===== src/rtl/uart_tx_buffer.sv =====
// Byte FIFO and launch sequencer feeding a UART transmitter through its toggle-style
// start input and busy output, with a stop-bit guard interval and an acknowledge timeout.
module uart_tx_buffer #(
    parameter int DEPTH          = 16,
    parameter int NO_OF_DATABITS = 8,
    parameter int GUARD_CYCLES   = 10417,
    parameter int BUSY_TIMEOUT   = 16,
    localparam int ADDR_W        = $clog2(DEPTH)
) (
    input  logic                      clk,
    input  logic                      reset,
    input  logic                      wr_en,
    input  logic [NO_OF_DATABITS-1:0] wr_data,
    output logic                      full,
    output logic [ADDR_W:0]           count,
    input  logic                      tx_busy,
    output logic                      tx_start,
    output logic [NO_OF_DATABITS-1:0] tx_data,
    output logic                      overflow,
    output logic                      timeout_err
);

    localparam int TIMER_MAX = (GUARD_CYCLES > BUSY_TIMEOUT) ? GUARD_CYCLES : BUSY_TIMEOUT;
    localparam int TIMER_W   = $clog2(TIMER_MAX + 1);
    localparam logic [TIMER_W-1:0] GUARD_LOAD   = TIMER_W'(GUARD_CYCLES - 1);
    localparam logic [TIMER_W-1:0] TIMEOUT_LAST = TIMER_W'(BUSY_TIMEOUT - 1);
    localparam logic [ADDR_W:0]    DEPTH_CNT    = (ADDR_W + 1)'(DEPTH);

    typedef enum logic [1:0] {
        IDLE,
        WAIT_BUSY,
        WAIT_DONE,
        GUARD
    } state_e;

    state_e                    state_q, state_d;
    logic [TIMER_W-1:0]        timer_q, timer_d;
    logic [ADDR_W-1:0]         wr_ptr_q, wr_ptr_d;
    logic [ADDR_W-1:0]         rd_ptr_q, rd_ptr_d;
    logic [ADDR_W:0]           count_q, count_d;
    logic                      full_q, full_d;
    logic                      tx_start_q, tx_start_d;
    logic [NO_OF_DATABITS-1:0] tx_data_q, tx_data_d;
    logic                      overflow_q, overflow_d;
    logic                      timeout_q, timeout_d;
    logic                      push, pop;

    logic [NO_OF_DATABITS-1:0] mem [DEPTH];

    // Launch sequencer.
    always_comb begin
        // NOTE: every signal assigned here gets a default first, so no path can infer a latch.
        state_d    = state_q;
        timer_d    = timer_q;
        tx_start_d = tx_start_q;
        tx_data_d  = tx_data_q;
        timeout_d  = timeout_q;
        pop        = 1'b0;
        case (state_q)
            IDLE: begin
                if (count_q != '0) begin
                    pop        = 1'b1;
                    tx_data_d  = mem[rd_ptr_q];
                    tx_start_d = ~tx_start_q;
                    timer_d    = '0;
                    state_d    = WAIT_BUSY;
                end
            end
            WAIT_BUSY: begin
                if (tx_busy) begin
                    state_d = WAIT_DONE;
                end else if (timer_q == TIMEOUT_LAST) begin
                    // Unacknowledged byte is dropped; the guard still runs before the next launch.
                    timeout_d = 1'b1;
                    timer_d   = GUARD_LOAD;
                    state_d   = GUARD;
                end else begin
                    timer_d = timer_q + TIMER_W'(1);
                end
            end
            WAIT_DONE: begin
                if (!tx_busy) begin
                    timer_d = GUARD_LOAD;
                    state_d = GUARD;
                end
            end
            GUARD: begin
                if (timer_q == '0) state_d = IDLE;
                else               timer_d = timer_q - TIMER_W'(1);
            end
            default: state_d = IDLE;
        endcase
    end

    // FIFO bookkeeping; a write against a full buffer is dropped even if a pop frees a slot.
    always_comb begin
        push       = wr_en && !full_q;
        wr_ptr_d   = push ? wr_ptr_q + ADDR_W'(1) : wr_ptr_q;
        rd_ptr_d   = pop  ? rd_ptr_q + ADDR_W'(1) : rd_ptr_q;
        count_d    = count_q;
        if (push && !pop)      count_d = count_q + (ADDR_W + 1)'(1);
        else if (!push && pop) count_d = count_q - (ADDR_W + 1)'(1);
        full_d     = (count_d == DEPTH_CNT);
        overflow_d = overflow_q | (wr_en & full_q);
    end

    always_ff @(posedge clk or posedge reset) begin
        if (reset) begin
            state_q    <= IDLE;
            timer_q    <= '0;
            wr_ptr_q   <= '0;
            rd_ptr_q   <= '0;
            count_q    <= '0;
            full_q     <= 1'b0;
            tx_start_q <= 1'b0;
            tx_data_q  <= '0;
            overflow_q <= 1'b0;
            timeout_q  <= 1'b0;
        end else begin
            state_q    <= state_d;
            timer_q    <= timer_d;
            wr_ptr_q   <= wr_ptr_d;
            rd_ptr_q   <= rd_ptr_d;
            count_q    <= count_d;
            full_q     <= full_d;
            tx_start_q <= tx_start_d;
            tx_data_q  <= tx_data_d;
            overflow_q <= overflow_d;
            timeout_q  <= timeout_d;
        end
    end

    // NOTE: the storage array has no reset; the pointers and count alone decide which entries are valid.
    always_ff @(posedge clk) begin
        if (push) mem[wr_ptr_q] <= wr_data;
    end

    assign full        = full_q;
    assign count       = count_q;
    assign tx_start    = tx_start_q;
    assign tx_data     = tx_data_q;
    assign overflow    = overflow_q;
    assign timeout_err = timeout_q;

endmodule


===== config.mk =====
export PLATFORM = sky130hd
export DESIGN_NAME = uart_tx_buffer
export DESIGN_NICKNAME = d
export VERILOG_FILES = /design/src/rtl/uart_tx_buffer.sv
export SDC_FILE = /design/constraint.sdc
export NUM_CORES = 1
export LEC_CHECK = 0
export ABC_CLOCK_PERIOD_IN_PS = 5600
export CORE_MARGIN = 2
export CORE_UTILIZATION = 35
export CTS_CLUSTER_DIAMETER = 150
export CTS_CLUSTER_SIZE = 40
export DETAILED_ROUTE_END_ITERATION = 8
export PLACE_DENSITY = 0.47
export SYNTH_ARGS = -nofsm -noshare
export SYNTH_HDL_FRONTEND = slang
export SYNTH_SLANG_ARGS = --single-unit

===== constraint.sdc =====
create_clock -name clk -period 5.6 [get_ports clk]
set_input_delay 0.56 -clock clk [delete_from_list [all_inputs] [get_ports clk]]
set_output_delay 0.56 -clock clk [all_outputs]
set_load 0.02 [all_outputs]

# Word-level counts from Yosys, hierarchy flattened
# Memory sizes are Yosys's and may differ from the RTL's. A register that Yosys moved wholly into a read port is not among the register bits.
# Index checks and enable logic that the tools add are counted.
# W data, S select, Z words.
# word_totals
ff_bits	33
ram_bits	128
wordCells	62
out_inout_bits	17
memories	1
# classes
add_sub_neg	6
bitwise	4
n_mux	18
n_eq_ne	11
n_reduce_logical	13
# memory_table
name	depth	word_bits	rd	rd_ports_with_merged_regs	write_ports	line	text
mem	16	8	1	1	1	48	logic [NO_OF_DATABITS-1:0] mem [DEPTH];
# op_table
op	n
$mux W14	5
$pmux W14 S4	1
$add A14 B1 Y14 const B	1
$eq A14 B4 Y1 const B	1
$logic_not A14 Y1	1
$sub A14 B1 Y14 const B	1
$mux W2	5
$mux W5	2
$ne A2 B2 Y1 const B	5
$add A4 B1 Y4 const B	2
$pmux W2 S4	1
$reduce_and A4 Y1	2
$add A5 B1 Y5 const B	1
$eq A5 B5 Y1 const B	1
$reduce_bool A5 Y1	1
$sub A5 B1 Y5 const B	1
$eq A2 B2 Y1 const B	2
$mux W1	4
$logic_and A1 B1 Y1	3
$logic_not A1 Y1	3
$ne A3 B3 Y1 const B	1
$reduce_and A3 Y1	1
$eq A2 B1 Y1 const B	1
$logic_not A2 Y1	1
4 further kinds	5

# Longest topological paths before layout
# depth
ltp_word	7
ltp_mapped	9
ltp_nobuf	7

# Least setup slack after synthesis
# OpenSTA, ideal clock, no wires.
# synth_timing
kind	reg2reg
from	register count_q[1] (netlist: count[1])
to	register tx_data_q[0] (netlist: tx_data[0]) (read register of mem)
path_slack_ns	3.249
stages_incl_launch_ff	10
t_arrival_ns	2.233
setup_ns	0.118
required_ns	5.482
period_less_slack_ns	2.351
cell_sequence	dfrtp_1 -> inv_1 -> ha_1 -> or4b_2 -> and2_1 -> clkbuf_1 -> nand2b_1 -> clkbuf_1 -> o22ai_1 -> a21o_1
# synth_between
elab_chain_cells	2
# synth_lines
item	line	text
from (decl)	40	logic [ADDR_W:0] count_q, count_d;
from (signal assigned)	124	count_q <= count_d;
$reduce_bool A5 Y1	61	if (count_q != '0) begin
$reduce_and A2 Y1 (no line)	n/a	
to (decl)	43	logic [NO_OF_DATABITS-1:0] tx_data_q, tx_data_d;
# Every way passes these cells.
# A chain may end at the register's enable or synchronous reset.

# Worst setup path after layout
# layout_timing
from	register count_q[1] (netlist: count[1])
to	register full_q (netlist: full)
# layout_between
elab_chain_cells	7
# layout_lines
item	line	text
branches (longest 5 deep; another with $sub A5 B1 Y5)	n/a	
$mux W5 *	101	if (push && !pop) count_d = count_q + (ADDR_W + 1)'(1);
net count_d[2]	40	
$eq A5 B5 Y1 *	103	full_d = (count_d == DEPTH_CNT);
net full_d	41	logic full_q, full_d;
to (signal assigned)	125	full_q <= full_d;
to (decl)	41	
# Mark *: on every way through the listed nets, which the timed path passes.

==> reports/results.ini <==
[synthesis]
synth_seq_cells=169
yosysWarnings=0
synth_nets=533
synth-main-ff-cell=edfxtp_1
ys_seq_area_frac=0.6444
synth.avg_cell_area_um2=14.94
yosysUniqueCellTypes=54
synth_edf_count=128
synth_area_um2=7557
syn_inst=506
ys_async_sr_fraction=0.2426

[timing]
fmax_ghz=0.3798
setup_ws_ns=2.967
drv_slew=0
fin_crit_sh=0.4701
rsz0062_at_grt=no
period_minus_slack_ns=2.633
finalSetupViolations=0
tns_ns=0
fin_skew_ns=0.008102
maxSlewHeadroom=0.2157
tightest_slew_ns=1.177
finalHoldViolCount=0

[clock_tree]
htreeDepth=4
clock_path_buffers=2
cts_sinks=169
cts-root-buf=clkbuf_16
clk_pin_slew_ns=0.06
insertion_delay_ns=0.42
cts-buffers-inserted=17
postCtsResizedCells=0
post-cts-setup-buffers=0
cts_tree=done
hold_buffers=0

[final_layout]
antenna_cells=0
nets=552
drive_gt1_frac=0.1434
areaGrowthSynthToFinish_pct=13.91

[place]
gp_congestion=0.8541
dpl.hpwl_um=10420
post-place-ws_ns=2.955
numPortBuffers=28

[floorplanning]
die_y_um=150.9
die_w_um=150.9
placementRows=53
core_area_um2=21090
dieArea_um2=22780
initial_core_util=0.3584
num_io_pins=29

[grt]
grtUsageMet1=0.2090
use_met2=0.2436
grt_max_degree=42
top_usage_layer=met2
antenna_found_initial=0
overflow=0
grtUsageTotal=0.1537
grt_pass1_vias=4361
gr-usage-met3=0.03645
grt_first_pass_wirelength_um=25560

[routing]
drtIter0Drc=399
vias=4367
first_pass_iters=5
drt_wl_total_um=16320
drc=0
detail_route.wl_per_cell_um=20.10
viasPerCell=5.378
ant_nets=0

[setup_path]
worst_path_max_delay_cell=or4b_2
cp-end-kind=flop
crit_type=flop to flop
worstPathRequired_ns=5.92
cp_cell_sequence=inv_1, ha_1, or4b_2, nand2_1, mux2i_1, xor2_1, nor4_1
cp-start-kind=flop
crit_arrival_ns=2.96
critPathMaxFanout=15
cp_slowest_stage_delay_ns=0.61

[power_and_ir_drop]
leakage_nw=2.986
ir_worst_vdd_uv=272.9
power.density_nw_per_um2=535.8

[run_status]
outcome=finished, final reports clean

[hold_path]
hold_class=flop to flop

[flow_run]
maxCapViolCount=0

==> cell type report <==
cell class	instances	area [um2]
inverters	20	75.07
clock buffers	18	429.2
well taps	275	344.1
fillers	1957	12480
multi-input cells	286	2476
repair buffers	31	302.8
clock inverters	13	110.1
flip-flops and latches	169	4871
==> final timing paths <==
kind                          start          end  slack, ns  cells after the start
setup / recovery           count[1]         full       2.97                      7
hold / removal             overflow     overflow       0.46                      1
setup reg to reg           count[1]         full       2.97                      7
hold reg to reg            overflow     overflow       0.46                      1
max in group asynchronous     reset  rd_ptr_q[0]       4.29                      2
min in group asynchronous     reset  timer_q[10]       0.67                      2
==> worst max-delay path: cells and delay by family, from the launching register on <==
family,cells,cell delay [ns]
xor gates and xnor gates,1,0.11
adders and majority gates,1,0.21
and+or+nand+nor,3,1.39
DFF,1,0.44
buffers and inverters,1,0.10
muxes,1,0.29
==> routing by layer <==
metal / share of wire / vias up
met5: 0 / -
met4: 0.013 / 0
li1: - / 2014
met2: 0.48 / 112
met3: 0.044 / 12
met1: 0.46 / 2229
==> cell usage in the layout (no fill, tap or decap), drive strengths merged, types with 17 or more instances in the layout <==
master	count
mux2i	18
inv	28
nor2	17
and2	18
dfrtp	41
nand2	25
edfxtp	128
clkbuf	18
mux4	32
clkdlybuf4s50	28
==> registers in the layout, indices dropped and copies added (netlist names) <==
register	count
count	5
full	1
mem	128
overflow	1
rd_ptr_q	4
state_q	2
timeout_err	1
timer_q	14
tx_data	8
tx_start	1
wr_ptr_q	4
==> kinds of logic after synthesis <==
| logic type | after synthesis | synth area share |
|---|---|---|
| xor gates and xnor gates | 15 | 0.01738 |
| DFF | 169 | 0.6444 |
| muxes | 51 | 0.1207 |
| and+or+nand+nor | 119 | 0.08692 |
| adders and majority gates | 16 | 0.02616 |
| buffers and inverters | 51 | 0.02798 |
| AOI/OAI and AO/OA | 85 | 0.07649 |
==> power by group <==
part	total, mW	leakage [nW]	switching, mW	internal, mW
clock	1.08	0.260	0.506	0.579
sequential	1.82	1.67	0.237	1.58
combinational	1.71	1.05	0.954	0.756
==> stage by stage <==
| step | power, mW | std cells | hold WS (ns) | cell area [um2] | utilization |
|---|---|---|---|---|---|
| after floorplan | 3.055 | 506 | 0.4778 | 7557 | - |
| after global placement | 3.558 | 781 | 0.4393 | 8069 | 0.3826 |
| after detailed placement | 3.570 | 781 | 0.4522 | 8069 | 0.3826 |
| after CTS | 4.661 | 812 | 0.4673 | 8608 | 0.4082 |
| after global routing | 4.892 | 812 | 0.4880 | 8608 | 0.4082 |
| final | 4.613 | 812 | 0.4647 | 8608 | 0.4082 |
==> Yosys cell counts (all sizes together) (2+ instances only) <==
cell type / instances / area [um2]
clkbuf: 24 / 90.09
o31ai: 4 / 30.03
dfrtp: 41 / 1026
a21oi: 12 / 60.06
o21a: 2 / 15.01
o22ai: 14 / 87.58
nor2: 17 / 63.81
nor4b: 2 / 17.52
nand2b: 3 / 18.77
a22oi: 4 / 30.03
or3b: 3 / 26.28
o41ai: 3 / 26.28
nand2: 25 / 93.84
nor4: 8 / 65.06
and3: 3 / 18.77
a31oi: 4 / 25.02
mux4: 32 / 720.7
a221oi: 5 / 43.79
nor3: 12 / 60.06
nand3: 9 / 45.04
a21o: 10 / 75.07
nor3b: 2 / 15.01
mux2i: 18 / 180.2
edfxtp: 128 / 3844
nand4: 11 / 68.82
buf: 7 / 46.29
and2: 18 / 112.6
xor2: 2 / 17.52
o32a: 2 / 21.27
xnor2: 13 / 113.9
inv: 20 / 75.07
o21ai: 15 / 75.07
or4: 3 / 26.27
ha: 15 / 187.7
Note: power is estimated with default switching activity, not from simulation.
